**config.mk**
```make
export PLATFORM = sky130hd
export DESIGN_NAME = id_hazard_sb
export DESIGN_NICKNAME = d
export VERILOG_FILES = /design/src/rtl/id_hazard_sb_pkg.sv /design/src/rtl/id_hazard_sb_fw_mux.sv /design/src/rtl/id_hazard_sb.sv
export SDC_FILE = /design/constraint.sdc
export NUM_CORES = 1
export LEC_CHECK = 0
export ABC_AREA = 1
export CORE_MARGIN = 2
export CORE_UTILIZATION = 30
export DETAILED_ROUTE_END_ITERATION = 10
export PLACE_DENSITY_LB_ADDON = 0.12
export SLEW_MARGIN = 5
export SYNTH_ARGS = -nofsm -noshare
export SYNTH_HDL_FRONTEND = slang
export SYNTH_SLANG_ARGS = --single-unit
export TNS_END_PERCENT = 50
```
**constraint.sdc**
```tcl
create_clock -name clk -period 4 [get_ports clk]
set_input_delay 0.4 -clock clk [delete_from_list [all_inputs] [get_ports clk]]
set_output_delay 0.4 -clock clk [all_outputs]
set_load 0.02 [all_outputs]
```
**src/rtl/id_hazard_sb_pkg.sv**
```systemverilog
// Shared constants for the ID-stage hazard/forwarding unit: latency codes,
// the LONG marker and the architectural zero register/value.
package id_hazard_sb_pkg;

  localparam int unsigned XLEN_DEF          = 64;
  localparam int unsigned RF_ADDR_WIDTH_DEF = 5;
  localparam int unsigned LAT_W_DEF         = 3;

  // All-ones latency means "pending until writeback".
  localparam logic [LAT_W_DEF-1:0] LAT_LONG = '1;

  localparam logic [LAT_W_DEF-1:0] LAT_ALU  = 3'd0;
  localparam logic [LAT_W_DEF-1:0] LAT_LOAD = 3'd1;
  localparam logic [LAT_W_DEF-1:0] LAT_MUL  = 3'd3;
  localparam logic [LAT_W_DEF-1:0] LAT_DIV  = LAT_LONG;

  localparam logic [RF_ADDR_WIDTH_DEF-1:0] X0       = '0;
  localparam logic [XLEN_DEF-1:0]          ZEROWORD = '0;

endpackage

```
**src/rtl/id_hazard_sb_fw_mux.sv**
```systemverilog
// Priority operand mux: x0 -> zero, else lowest-index matching forwarding
// channel, else register-file read data.
module id_hazard_sb_fw_mux
  import id_hazard_sb_pkg::*;
#(
  parameter int unsigned N_FW          = 3,
  parameter int unsigned XLEN          = 64,
  parameter int unsigned RF_ADDR_WIDTH = 5
) (
  input  logic [RF_ADDR_WIDTH-1:0]      addr_i,
  input  logic [N_FW-1:0]               fw_valid_i,
  input  logic [N_FW*RF_ADDR_WIDTH-1:0] fw_addr_i,
  input  logic [N_FW*XLEN-1:0]          fw_data_i,
  input  logic [XLEN-1:0]               rf_rdata_i,
  output logic [XLEN-1:0]               data_o
);

  // Scan from the oldest channel down so the youngest match is written last.
  always_comb begin
    data_o = rf_rdata_i;
    for (int i = N_FW - 1; i >= 0; i--) begin
      if (fw_valid_i[i] && (fw_addr_i[i*RF_ADDR_WIDTH +: RF_ADDR_WIDTH] == addr_i)) begin
        data_o = fw_data_i[i*XLEN +: XLEN];
      end
    end
    if (addr_i == RF_ADDR_WIDTH'(X0)) begin
      data_o = XLEN'(ZEROWORD);
    end
  end

endmodule

```
**src/rtl/id_hazard_sb.sv**
```systemverilog
// ID-stage scoreboard and operand forwarding. Each architectural register
// carries a latency counter; a non-zero counter blocks readers (RAW), and a
// counter exceeding a new producer's latency blocks that writer (WAW).
// LONG (all-ones) counters hold until the matching writeback.
module id_hazard_sb
  import id_hazard_sb_pkg::*;
#(
  parameter int unsigned XLEN          = 64,
  parameter int unsigned RF_ADDR_WIDTH = 5,
  parameter int unsigned N_FW          = 3,
  parameter int unsigned LAT_W         = 3
) (
  input  logic                          clk,
  input  logic                          rst_n,
  input  logic                          id_valid,
  input  logic [RF_ADDR_WIDTH-1:0]      id_rs1_addr,
  input  logic [RF_ADDR_WIDTH-1:0]      id_rs2_addr,
  input  logic                          id_rs1_used,
  input  logic                          id_rs2_used,
  input  logic                          id_req_rf,
  input  logic [RF_ADDR_WIDTH-1:0]      id_rd_addr,
  input  logic [LAT_W-1:0]              id_lat,
  input  logic                          ex_ready,
  input  logic                          flush,
  input  logic                          wb_valid,
  input  logic [RF_ADDR_WIDTH-1:0]      wb_addr,
  input  logic [N_FW-1:0]               fw_valid,
  input  logic [N_FW*RF_ADDR_WIDTH-1:0] fw_addr,
  input  logic [N_FW*XLEN-1:0]          fw_data,
  input  logic [XLEN-1:0]               rf_rdata1,
  input  logic [XLEN-1:0]               rf_rdata2,
  output logic [XLEN-1:0]               id_rs1,
  output logic [XLEN-1:0]               id_rs2,
  output logic                          id_stall,
  output logic                          id_issue,
  output logic                          sb_busy
);

  localparam int unsigned NREG = 1 << RF_ADDR_WIDTH;
  localparam logic [LAT_W-1:0]         LONG    = '1;
  localparam logic [RF_ADDR_WIDTH-1:0] ADDR_X0 = RF_ADDR_WIDTH'(X0);

  logic [LAT_W-1:0] cnt_q [NREG];
  logic [LAT_W-1:0] cnt_d [NREG];

  logic raw1, raw2, waw;

  // Hazard detection against the registered counters; flush masks the stall
  // so a squashed instruction never holds the front end.
  always_comb begin
    raw1     = id_valid & id_rs1_used & (id_rs1_addr != ADDR_X0) & (cnt_q[id_rs1_addr] != '0);
    raw2     = id_valid & id_rs2_used & (id_rs2_addr != ADDR_X0) & (cnt_q[id_rs2_addr] != '0);
    waw      = id_valid & id_req_rf   & (id_rd_addr  != ADDR_X0) & (cnt_q[id_rd_addr] > id_lat);
    id_stall = (raw1 | raw2 | waw) & ~flush;
    id_issue = id_valid & ~id_stall & ex_ready & ~flush;
  end

  // Any outstanding producer keeps the scoreboard busy.
  always_comb begin
    sb_busy = 1'b0;
    for (int r = 1; r < NREG; r++) begin
      sb_busy = sb_busy | (cnt_q[r] != '0);
    end
  end

  // Counter next state: flush, then issue load, then LONG hold/wb clear,
  // then countdown. x0 is pinned to zero.
  always_comb begin
    for (int r = 0; r < NREG; r++) begin
      cnt_d[r] = cnt_q[r];
      if (r == 0) begin
        cnt_d[r] = '0;
      end else if (flush) begin
        cnt_d[r] = '0;
      end else if (id_issue && id_req_rf && (id_rd_addr == RF_ADDR_WIDTH'(r))) begin
        cnt_d[r] = id_lat;
      end else if (cnt_q[r] == LONG) begin
        if (wb_valid && (wb_addr == RF_ADDR_WIDTH'(r))) begin
          cnt_d[r] = '0;
        end
      end else if (cnt_q[r] != '0) begin
        cnt_d[r] = cnt_q[r] - 1'b1;
      end
    end
  end

  // Counter array register with asynchronous clear.
  always_ff @(posedge clk or negedge rst_n) begin
    if (!rst_n) begin
      for (int r = 0; r < NREG; r++) begin
        cnt_q[r] <= '0;
      end
    end else begin
      for (int r = 0; r < NREG; r++) begin
        cnt_q[r] <= cnt_d[r];
      end
    end
  end

  id_hazard_sb_fw_mux #(
    .N_FW          (N_FW),
    .XLEN          (XLEN),
    .RF_ADDR_WIDTH (RF_ADDR_WIDTH)
  ) u_fw_rs1 (
    .addr_i     (id_rs1_addr),
    .fw_valid_i (fw_valid),
    .fw_addr_i  (fw_addr),
    .fw_data_i  (fw_data),
    .rf_rdata_i (rf_rdata1),
    .data_o     (id_rs1)
  );

  id_hazard_sb_fw_mux #(
    .N_FW          (N_FW),
    .XLEN          (XLEN),
    .RF_ADDR_WIDTH (RF_ADDR_WIDTH)
  ) u_fw_rs2 (
    .addr_i     (id_rs2_addr),
    .fw_valid_i (fw_valid),
    .fw_addr_i  (fw_addr),
    .fw_data_i  (fw_data),
    .rf_rdata_i (rf_rdata2),
    .data_o     (id_rs2)
  );

endmodule

```
==> flow_summary_export.csv <==
group,metric,value,unit
clocking,cts_root_buf,"clkbuf_16",
critical_path,max_stage_delay,0.53,ns
floorplanning,std_cell_rows,81,
drt,drt-total-wl,92400,um
floorplanning,start_util,30.3,%
finish,drive_gt1_share,6.88,%
global_route,gr-total-overflow,0,
place,place.gp.congestion,1.01,
finish,max_flop_register,"cnt_q",
place,portBuffers,500,
clocking,cts_tree,"built",
power,power.density,298,nW/um^2
yosys,syn_nets,3050,
drt,vias,20800,
drt,drt_iter0_drc,2516,
power,internal_power,0.00320,W
sta,finClkSkew,0.0158,ns
finish,largest_registers,"cnt_q (93)",
clocking,htreeDepth,3,
yosys,netlist_area,14800,um^2
yosys,synth-main-ff-cell,"dfrtp_1",
finish,final_cell_mix,"551 x nand2_1, 493 x clkdlybuf4s50_1, 460 x inv_1, 347 x o21ai_0, 280 x nor2_1",
power,power.net_switching,0.00324,W
drt,ant_nets,0,
drt,dr.pass1.iters,6,
yosys,synthCells,2677,
critical_path,crit_top_cell,"buf_12",
finish,finalInstanceArea,21600,um^2
floorplanning,die_x,226,um
critical_path,crit_family,"compound AO/OA/AOI/OAI gates",
critical_path,crit_path_end_kind,"output pin",
yosys,async_reset_ff_share,100,%
critical_path,startpoint,"id_rd_addr[0]",
clocking,clkSlewWorstSetupHoldPaths,0.08,ns
sta,drv_slew,0,
floorplanning,fp.dieH,226,um
place,dp_hpwl,74800,um
finish,largest_reg_flops,93,
critical_path,worst-path-buf-inv,5,
power,netSwitchingFraction,50.3,%
yosys,yosys.area.top_type_share,15.7,%
global_route,globalRouteTotalUtil,34.6,%
floorplanning,core-area,48800,um^2
sta,setup_violations,0,
drt,drcViolationCount,0,
drt,via_per_inst,5.45,
yosys,synth_area_leader_cell,"dfrtp_1",
yosys,seq_area_frac_synth,15.7,%
power,p_total,0.00643,W
power,p_comb_share,61.4,%
critical_path,critPathKind,"input port to output pin",
sta,worst_slack,0.146,ns
sta,finalCritPeriodShare,96.3,%
power,p_leak,9.74,nW
critical_path,crit_cells,18,
power,ir_worst_vdd,0.000262,V
run_status,status,"finished, final reports clean",
sta,fin_crit,3.85,ns
min_path,hold_class,"input port to async pin",
yosys,ys_warn_count,0,
power,clock_power_share,14.0,%
yosys,ys_ff_latch,93,
place,dpl-instance-area,21100,um^2
sta,tightest_slew,1.00,ns
critical_path,r2r_cells,20,
run,drv_cap,0,
critical_path,crit_arrival,3.45,ns
yosys,synth-edff-count,0,
sta,hold_viol_final,0,
sta,relSlewSlack,33.2,%
floorplanning,io_pins,501,
sta,fmax,259,MHz
finish,fin_nets,3509,
place,dp_slack,-0.241,ns
yosys,netlist-cell-type-count,46,
yosys,synth_area_per_cell,5.53,um^2
yosys,synth_area_leaders,"dfrtp_1 16%, nand2_1 14%, o21ai_0 12%, inv_1 12%, nor2_1 7.1%",
power,power_frac_seq,24.6,%
clocking,clock_path_buffers,2,
global_route,grt_pass1_wl,130000,um
critical_path,slowest_stage,"clkdlybuf4s50_1",
clocking,worstSkewPairLatency,0.37,ns
floorplanning,die_area,51100,um^2
critical_path,cp.required,3.60,ns
critical_path,reg2reg_from,"cnt_q[74]",
finish,final_common_cell,"nand2_1",
finish,fill_cells,5234,
global_route,grt_pass1_vias,18800,
global_route,antenna_found_initial,27,
critical_path,crit_path_cell_trace,"clkdlybuf4s50_1, inv_1, nand2_2, buf_4, o22ai_1, a221oi_2, nor3_1, a2111oi_2, a21oi_2, ha_1, a21oi_1, o21ai_0, nand4_1, o21bai_2, nand3_2, nor2_4, buf_12, buf_12",
clocking,cts.sinks,93,
drt,avgRoutedWirePerCell,24.2,um
critical_path,startpoint_type,"input port",
clocking,cts_buffers,9,
finish,area_growth,45.9,%
critical_path,crit_path_max_fanout,6,
global_route,grt_max_degree,120,
[final timing paths]
kind / slack [ns] / end
max in group asynchronous: 2.87 / cnt_q[10]
max reg2reg: 0.51 / cnt_q[10]
min reg2reg: 0.59 / cnt_q[24]
max: 0.15 / id_issue
min in group clk: 0.55 / cnt_q[57]
min: 0.16 / cnt_q[60]
[through the flow]
| step | hold slack [ns] | instances | TNS [ns] | utilization (%) |
|---|---|---|---|---|
| 2_1_floorplan | 0.104 | 2677 | 0 | - |
| 3_3_place_gp | 0.578 | 3782 | -9.13 | 43.3 |
| 3_5_place_dp | 0.591 | 3782 | -12.25 | 43.3 |
| 4_1_cts | 0.219 | 3798 | -0.0212 | 43.9 |
| 5_1_grt | 0.263 | 3817 | -0.0252 | 44.2 |
| 6_report | 0.163 | 3818 | 0 | 44.2 |
[layer usage]
layer  routed length [um]  track usage [%]  vias up
met1                41100             49.2     9792
met5                  101                0        -
li1                     -                -     9786
met4                 2760             11.5       14
met2                39800             52.2     1065
met3                 8590             6.51      139
[final cells by class]
type                    count  area [um^2]  area share [%]
clock buffers              10          239            1.11
multi-input cells        1936         9990            46.3
flip-flops and latches     93         2330            10.8
inverters                 472         1790            8.28
diodes                     13         32.5           0.151
repair buffers            624         6340            29.4
clock inverters             6         45.0           0.209
well taps                 664          831            3.85
[synth_stat cells (7+ instances only)]
| cell | count |
|---|---|
| nand2_1 | 552 |
| inv_1 | 464 |
| o21ai_0 | 349 |
| nor2_1 | 280 |
| a21oi_1 | 163 |
| o211ai_1 | 132 |
| nand3_1 | 129 |
| clkbuf_1 | 121 |
| nand4_1 | 97 |
| dfrtp_1 | 93 |
| o21bai_1 | 90 |
| buf_2 | 37 |
| nand3_4 | 20 |
| o22ai_1 | 19 |
| or2_2 | 12 |
| xor2_1 | 11 |
| a22oi_1 | 9 |
| buf_6 | 7 |
[logic make-up (layout without fill, tap and decap cells)]
kind of cell / after synthesis / after routing / synth area share, %
XOR/XNOR: 11 / 11 / 0.651
buffers and inverters: 648 / 1112 / 17.4
AND/OR/NAND/NOR: 1123 / 1123 / 34.1
AO/OA/AOI/OAI: 799 / 799 / 31.8
other: 0 / 13 / 0
adder cells (fa/ha/maj): 3 / 3 / 0.254
flip-flops: 93 / 93 / 15.7
[power groups by stage]
stage                     logic (W)  clock network [W]  registers (W)
after floorplan             0.00221                  0        0.00141
after global placement      0.00381                  0        0.00159
after detailed placement    0.00383                  0        0.00158
after CTS                   0.00385           0.000904        0.00156
after global routing        0.00431           0.000946        0.00160
final                       0.00395           0.000900        0.00158
[what timing repair did]
item	CTS	global route
hold buffers	0	0
cloned	0	1
buffers inserted	0	6
endpoints found under the setup margin	2	126
gates resized for setup	2	18
pin swaps	0	2
Note: power is estimated with default switching activity, not from simulation.
